File: src/rtl/reg_file_pkg.sv
// Shared types and helpers for the two-read/one-write register file.
package reg_file_pkg;

    typedef enum logic {
        IDLE  = 1'b0,
        CLEAR = 1'b1
    } state_e;

    function automatic int depth_of(input int addr_bits);
        return 1 << addr_bits;
    endfunction

endpackage

File: src/rtl/register_file_2r1w_mux.sv
// Storage read select: picks one register word out of the flattened bank.
module register_file_2r1w_mux
    import reg_file_pkg::*;
#(
    parameter  int bits     = 8,
    parameter  int sel_bits = 2,
    localparam int DEPTH    = depth_of(sel_bits)
) (
    input  logic [DEPTH-1:0][bits-1:0] data_i,
    input  logic [sel_bits-1:0]        sel_i,
    output logic [bits-1:0]            data_o
);

    assign data_o = data_i[sel_i];

endmodule

File: src/rtl/register_file_2r1w.sv
// Register bank with one write port, two asynchronous read ports, optional
// write-through bypass, optional hardwired zero register and a clear sweep.
module register_file_2r1w
    import reg_file_pkg::*;
#(
    parameter int bits              = 8,
    parameter int array_select_size = 2,
    parameter bit BYPASS            = 1'b1,
    parameter bit ZERO_REG          = 1'b0
) (
    input  logic                         clk,
    input  logic                         rst_n,
    input  logic                         we,
    input  logic [array_select_size-1:0] waddr,
    input  logic [bits-1:0]              d,
    input  logic [array_select_size-1:0] raddr_a,
    output logic [bits-1:0]              qa,
    input  logic [array_select_size-1:0] raddr_b,
    output logic [bits-1:0]              qb,
    input  logic                         clr_req,
    output logic                         clr_busy,
    output logic                         wr_ack
);

    localparam int DEPTH = depth_of(array_select_size);
    localparam logic [array_select_size-1:0] LAST_IDX = array_select_size'(DEPTH - 1);

    logic [DEPTH-1:0][bits-1:0]   regs_q, regs_d;
    state_e                       state_q, state_d;
    logic [array_select_size-1:0] cnt_q, cnt_d;
    logic [bits-1:0]              stored_a, stored_b;

    assign wr_ack   = we && (state_q == IDLE) && !(ZERO_REG && (waddr == '0));
    assign clr_busy = (state_q == CLEAR);

    // Writes and the sweep never collide: wr_ack is forced low while clearing.
    always_comb begin
        regs_d  = regs_q;
        state_d = state_q;
        cnt_d   = cnt_q;
        case (state_q)
            IDLE: begin
                if (wr_ack) begin
                    regs_d[waddr] = d;
                end
                if (clr_req) begin
                    state_d = CLEAR;
                    cnt_d   = '0;
                end
            end
            CLEAR: begin
                regs_d[cnt_q] = '0;
                cnt_d         = cnt_q + array_select_size'(1);
                if (cnt_q == LAST_IDX) begin
                    state_d = IDLE;
                end
            end
            default: state_d = IDLE;
        endcase
    end

    always_ff @(posedge clk or negedge rst_n) begin
        if (!rst_n) begin
            regs_q  <= '0;
            state_q <= IDLE;
            cnt_q   <= '0;
        end else begin
            regs_q  <= regs_d;
            state_q <= state_d;
            cnt_q   <= cnt_d;
        end
    end

    register_file_2r1w_mux #(
        .bits     (bits),
        .sel_bits (array_select_size)
    ) u_mux_a (
        .data_i (regs_q),
        .sel_i  (raddr_a),
        .data_o (stored_a)
    );

    register_file_2r1w_mux #(
        .bits     (bits),
        .sel_bits (array_select_size)
    ) u_mux_b (
        .data_i (regs_q),
        .sel_i  (raddr_b),
        .data_o (stored_b)
    );

    // Zero register takes priority over bypass so address 0 never leaks d.
    always_comb begin
        if (ZERO_REG && (raddr_a == '0)) begin
            qa = '0;
        end else if (BYPASS && wr_ack && (waddr == raddr_a)) begin
            qa = d;
        end else begin
            qa = stored_a;
        end

        if (ZERO_REG && (raddr_b == '0)) begin
            qb = '0;
        end else if (BYPASS && wr_ack && (waddr == raddr_b)) begin
            qb = d;
        end else begin
            qb = stored_b;
        end
    end

endmodule

File: config.mk
export PLATFORM = sky130hd
export DESIGN_NAME = register_file_2r1w
export DESIGN_NICKNAME = d
export VERILOG_FILES = /design/src/rtl/reg_file_pkg.sv /design/src/rtl/register_file_2r1w_mux.sv /design/src/rtl/register_file_2r1w.sv
export SDC_FILE = /design/constraint.sdc
export NUM_CORES = 1
export LEC_CHECK = 0
export CAP_MARGIN = 0
export CORE_MARGIN = 5
export CORE_UTILIZATION = 59
export CTS_BUF_LIST = sky130_fd_sc_hd__clkbuf_8
export DETAILED_ROUTE_END_ITERATION = 12
export DONT_BUFFER_PORTS = 1
export PLACE_DENSITY_LB_ADDON = 0.12
export SETUP_SLACK_MARGIN = 0.2
export SKIP_LAST_GASP = 1
export SLEW_MARGIN = 0
export SYNTH_ARGS = -nofsm -noshare
export SYNTH_HDL_FRONTEND = slang
export SYNTH_HIERARCHICAL = 1
export SYNTH_SLANG_ARGS = --single-unit
File: constraint.sdc
create_clock -name clk -period 1.21 [get_ports clk]
set_input_delay 0.1815 -clock clk [delete_from_list [all_inputs] [get_ports clk]]
set_output_delay 0.1815 -clock clk [all_outputs]
set_load 0.005 [all_outputs]
* Word-level counts from Yosys, hierarchy flattened *
Cells that the tools add are included.

operators by class
  add/sub/neg operators = 1
  $lt $le $gt $ge = 6
  eq/ne operators = 5
  mux-type cells = 18
  bitwise operators = 3
  reductions and logical operators = 5

operator list
  kind                                                                number
  case mux 32 bit (2 select lines)                                    1
  2-to-1 mux 8 bit                                                    6
  bitwise AND 32 bit                                                  1
  binary-select mux 8 bit (select 2 bit)                              2
  bitwise mux 32 bit                                                  1
  demux 8 bit (select 2 bit)                                          2
  2-to-1 mux 32 bit                                                   1
  inverter 32 bit                                                     1
  less-than comparator 2 x 3 -> 1 bit (second input constant)         4
  logical AND 1 bit                                                   5
  == test 2 bit                                                       2
  greater-or-equal comparator 2 x 1 -> 1 bit (second input constant)  2
  inequality test 2 bit (second input constant)                       2
  case mux 2 bit (2 select lines)                                     1
  adder 2 x 1 -> 2 bit (second input constant)                        1
  == test 2 bit (second input constant)                               1
  2-to-1 mux 1 bit                                                    2
  2-to-1 mux 2 bit                                                    1
  case mux 1 bit (2 select lines)                                     1
  inverter 1 bit                                                      1

storage, ports and cells
  bits in registers = 35
  input port bits = 18
  output and inout port bits = 18
  logic and storage cells = 44

* Depth between registers and ports, before layout *
  depth in word-level cells = 7
  depth in mapped cells = 5
  depth with buffers taken out = 5

* Modules after synthesis *
The synthesis kept the hierarchy.

by module, submodules not included
  module                  times used  cells an instance  area each (µm²)  sequential area each (µm²)
  register_file_2r1w      1           182                1860.5           875.8
  register_file_2r1w_mux  2           10                 196.4            0.0

* Worst setup path after synthesis *
OpenSTA, ideal clock, no wires.

  path kind = flip-flop to output port
  from = reg state_q, in the netlist clr_busy
  to = out qa[3]
  arrival = 1.213 ns
  data required time = 1.028 ns
  slack = -0.185 ns
  stages on the path, launching flop included = 5
  cells stage by stage = dfrtp_1 buf_6 nor2b_4 nand3_4 mux2_1

on the way
  cells in the longest elaborated chain, start to end = 4

ends and longest elaborated chain
  element                 line                      source
  from (decl)             register_file_2r1w.sv:29  state_e state_q, state_d;
  from (signal assigned)  register_file_2r1w.sv:69  state_q <= state_d;
  inverter 1 bit          n/a
  logical AND 1 bit       register_file_2r1w.sv:33  assign wr_ack = we && (state_q == IDLE) && !(ZERO_REG && (waddr == '0));
  named net wr_ack        register_file_2r1w.sv:22  output logic wr_ack
  logical AND 1 bit       register_file_2r1w.sv:96  end else if (BYPASS && wr_ack && (waddr == raddr_a)) begin
  2-to-1 mux 8 bit        register_file_2r1w.sv:96
  to (decl)               register_file_2r1w.sv:17  output logic [bits-1:0] qa,

The timed path passes the listed nets, and every way through them passes these cells.

* Final worst setup path *
  from = reg state_q, in the netlist clr_busy
  to = out qb[4]

on the way
  cells in the longest elaborated chain, start to end = 4

ends and longest elaborated chain
  element            line                       source
  inverter 1 bit     n/a
  logical AND 1 bit  register_file_2r1w.sv:33
  logical AND 1 bit  register_file_2r1w.sv:104  end else if (BYPASS && wr_ack && (waddr == raddr_b)) begin
  2-to-1 mux 8 bit   register_file_2r1w.sv:104
  to (decl)          register_file_2r1w.sv:19   output logic [bits-1:0] qb,

No other way between the ends.

==> flow_summary.toml <==
[outcome]
status = "finished, violations left"
violations = "negative hold slack, negative setup slack"

[global_route]
grt_max_degree = 36
grt-ovfl-total = 0
track_usage_pct = 25.8
first_global_vias = 1953
antenna_found_initial = 0
grt_pass1_wl_um = 10000

[synth]
synth_warnings = 6
synthesis.area_mm2 = 0.00225
synthSimpleGateAreaFrac_pct = 15.7
synth_area_leader_cell = "dfrtp_1"
synthXorXnorAreaFrac_pct = 2.89
synthMuxAreaShare_pct = 27.5
synth_cells = 202
yosys.area_share.adder_pct = 2.22
ys_ff_latch = 35
synth_compound_area_share_pct = 8.00
ys_types = 25
synth_top_family_by_area = "multiplexers"
synth.avg_cell_area_um2 = 11.2
yosysTopAreaCellShare_pct = 38.9
synth_area_leaders = "dfrtp_1 (39%), mux4_2 (16%), nand2_1 (10%), o21ai_0 (6.7%), mux2_2 (6.5%)"
synth.net_count = 224
ys_seq_area_share_pct = 38.9

[worst_setup_path]
critPathKind = "reg2out"
path_max_fanout = 8
endpoint_kind = "primary output"
cp.required_ps = 1030
critPathMaxStageDelay_ps = 420
cp.arrival_ps = 1470
cp-start-kind = "flop"
crit_chain = "nor2b_4 -> nand3_4 -> mux2_4"
slowest_stage = "dfrtp_1"

[layout]
antenna_cells = 0
drive_gt1_share_pct = 45.7
nets = 254
regArea_um2 = 876
synthToLayoutAreaGrowth_pct = 21.9
fillCellCount = 255
multiInputGateArea_mm2 = 0.00141

[sta]
final_hold_viol_count = 35
period_share_pct = 136
fin_skew_ps = 9.46
maxSlewViolCount = 0
slew_headroom_pct = 77.3
final.setup.tns_ps = -10910
timing.final.ws_setup_ps = -441
timing.final.crit_period_ps = 1650
setup_violations = 45
clock.fmax_mhz = 606
tightestPinTransition_ps = 340
rsz0062_at_grt = "true"
whs_ps = -424

[routing]
route.vias.total = 1774
drtAntennaViolNets = 0
routed_via_density = 6.34
drt_first_pass_iters = 4
drt_wl_total_um = 5980
drc = 0
drt_iter0_drc = 131
wl_per_cell_um = 21.4

[placed_design]
hpwl_um = 3870
pre_cts_ws_ps = -156
gp_congestion = 0.822
portBuffers = 0

[die]
die_w_um = 71.8
start_util_pct = 61.1
die_area_mm2 = 0.00516
row_count = 22
io_pins = 36
core-area_mm2 = 0.00369
dieHeight_um = 71.8

[pwr]
powerDensity_mw_per_mm2 = 2100
p_total_mw = 5.78
cellLeakagePower_nw = 1.26
peakVddDrop_v = 0.00188

[clock_tree]
clock-sinks = 35
cts_buffers = 5
clock_tree.buffer_depth = 2
worstSkewPairLatency_ps = 290
cts_tree = "yes"
cts.htree.levels = 2
cts_root_buf = "clkbuf_8"
clkTransAtPathRegs_ps = 70

[worst_hold_path]
hold_class = "in2async"

[flow_run]
maxCapViolCount = 0
placed cells by master, fill, tap and decap left out, drive strengths merged, types with 6 or more instances in the layout:
cell / synthesis / routed
mux4: 16 / 16
mux2: 16 / 16
nand2: 60 / 60
o21ai: 33 / 33
clkbuf: 3 / 6
mux2i: 8 / 8
dfrtp: 35 / 35
buf: 9 / 30
report_power, final:
part	leakage (nW)	internal, mW	switching (mW)
logic	0.741	1.67	1.22
registers	0.467	1.64	0.374
clock network	0.0470	0.447	0.425
total	1.26	3.76	2.02
registers in the layout, indices dropped and copies added, names as in the netlist:
signal and count:
regs_q 32, cnt_q 2, clr_busy 1
final cells by class:
| class | instances | share of cell area, % |
|---|---|---|
| Multi-Input combinational cell | 154 | 51.4 |
| Sequential cell | 35 | 31.9 |
| Timing Repair Buffer | 33 | 10.9 |
| Clock buffer | 6 | 3.01 |
| Tap cell | 48 | 2.19 |
| Inverter | 3 | 0.410 |
| Clock inverter | 1 | 0.182 |
kinds of logic (layout without fill, tap and decap cells):
| group | Yosys count | after routing |
|---|---|---|
| compound gates | 35 | 35 |
| xor+xnor | 4 | 4 |
| fa+ha+maj | 4 | 4 |
| buf+inv | 15 | 43 |
| flops | 35 | 35 |
| mux | 40 | 40 |
| simple gates | 69 | 71 |
timing repair:
item                                    4_1_cts  5_1_grt
endpoints found under the setup margin       53       53
hold buffers                                  1        2
buffers inserted                              2        1
hold endpoints to repair                     36       37
resized for setup                            14       25
gates cloned                                  2        0
pin swaps                                     3        5
metal layers:
metal  GRT usage, %  wire length, um  up-vias
met4           9.81              110        0
li1               -                -      787
met2           43.7             3180       62
met3           7.71              414       15
met1           30.8             2280      910
met5              0                0        -
worst paths after layout:
path                       startpoint          to  slack, ps  cells past startpoint
max in group asynchronous       rst_n  regs_q[23]       1540                      0
hold reg to reg              cnt_q[0]    cnt_q[0]        520                      1
setup / recovery             clr_busy       qb[4]       -440                      3
hold / removal                  rst_n   regs_q[1]       -420                      0
min in group clk                 d[4]  regs_q[12]          0                      2
setup reg to reg             clr_busy   regs_q[2]       -230                      5
per-stage QoR:
step                area, um2  std cells  utilization [%]
global route             2750        280             74.5
finish                   2750        280             74.5
floorplan                2280        202                -
CTS                      2640        277             71.7
global placement         2450        265             66.6
detailed placement       2450        265             66.6
critical path, delay by kind of cell (launching register included):
kind / cells / cell delay (ps)
flip-flops: 1 / 420
multiplexers: 1 / 370
AND/OR/NAND/NOR: 2 / 390
cells in the mapped netlist:
cell	number
nand2_1	60
dfrtp_1	35
o21ai_0	30
mux4_2	16
mux2_2	13
mux2i_1	8
buf_6	5
ha_1	4
xnor2_2	4
buf_4	3
inv_1	3
mux2_1	3
o21ai_1	3
and4bb_4	2
clkbuf_2	2
nand3_4	2
a21o_1	1
buf_2	1
clkbuf_1	1
nand3_2	1
nor2b_1	1
nor2b_4	1
nor4b_4	1
o31ai_1	1
or3_1	1
Power figures use the tool's default switching activity.
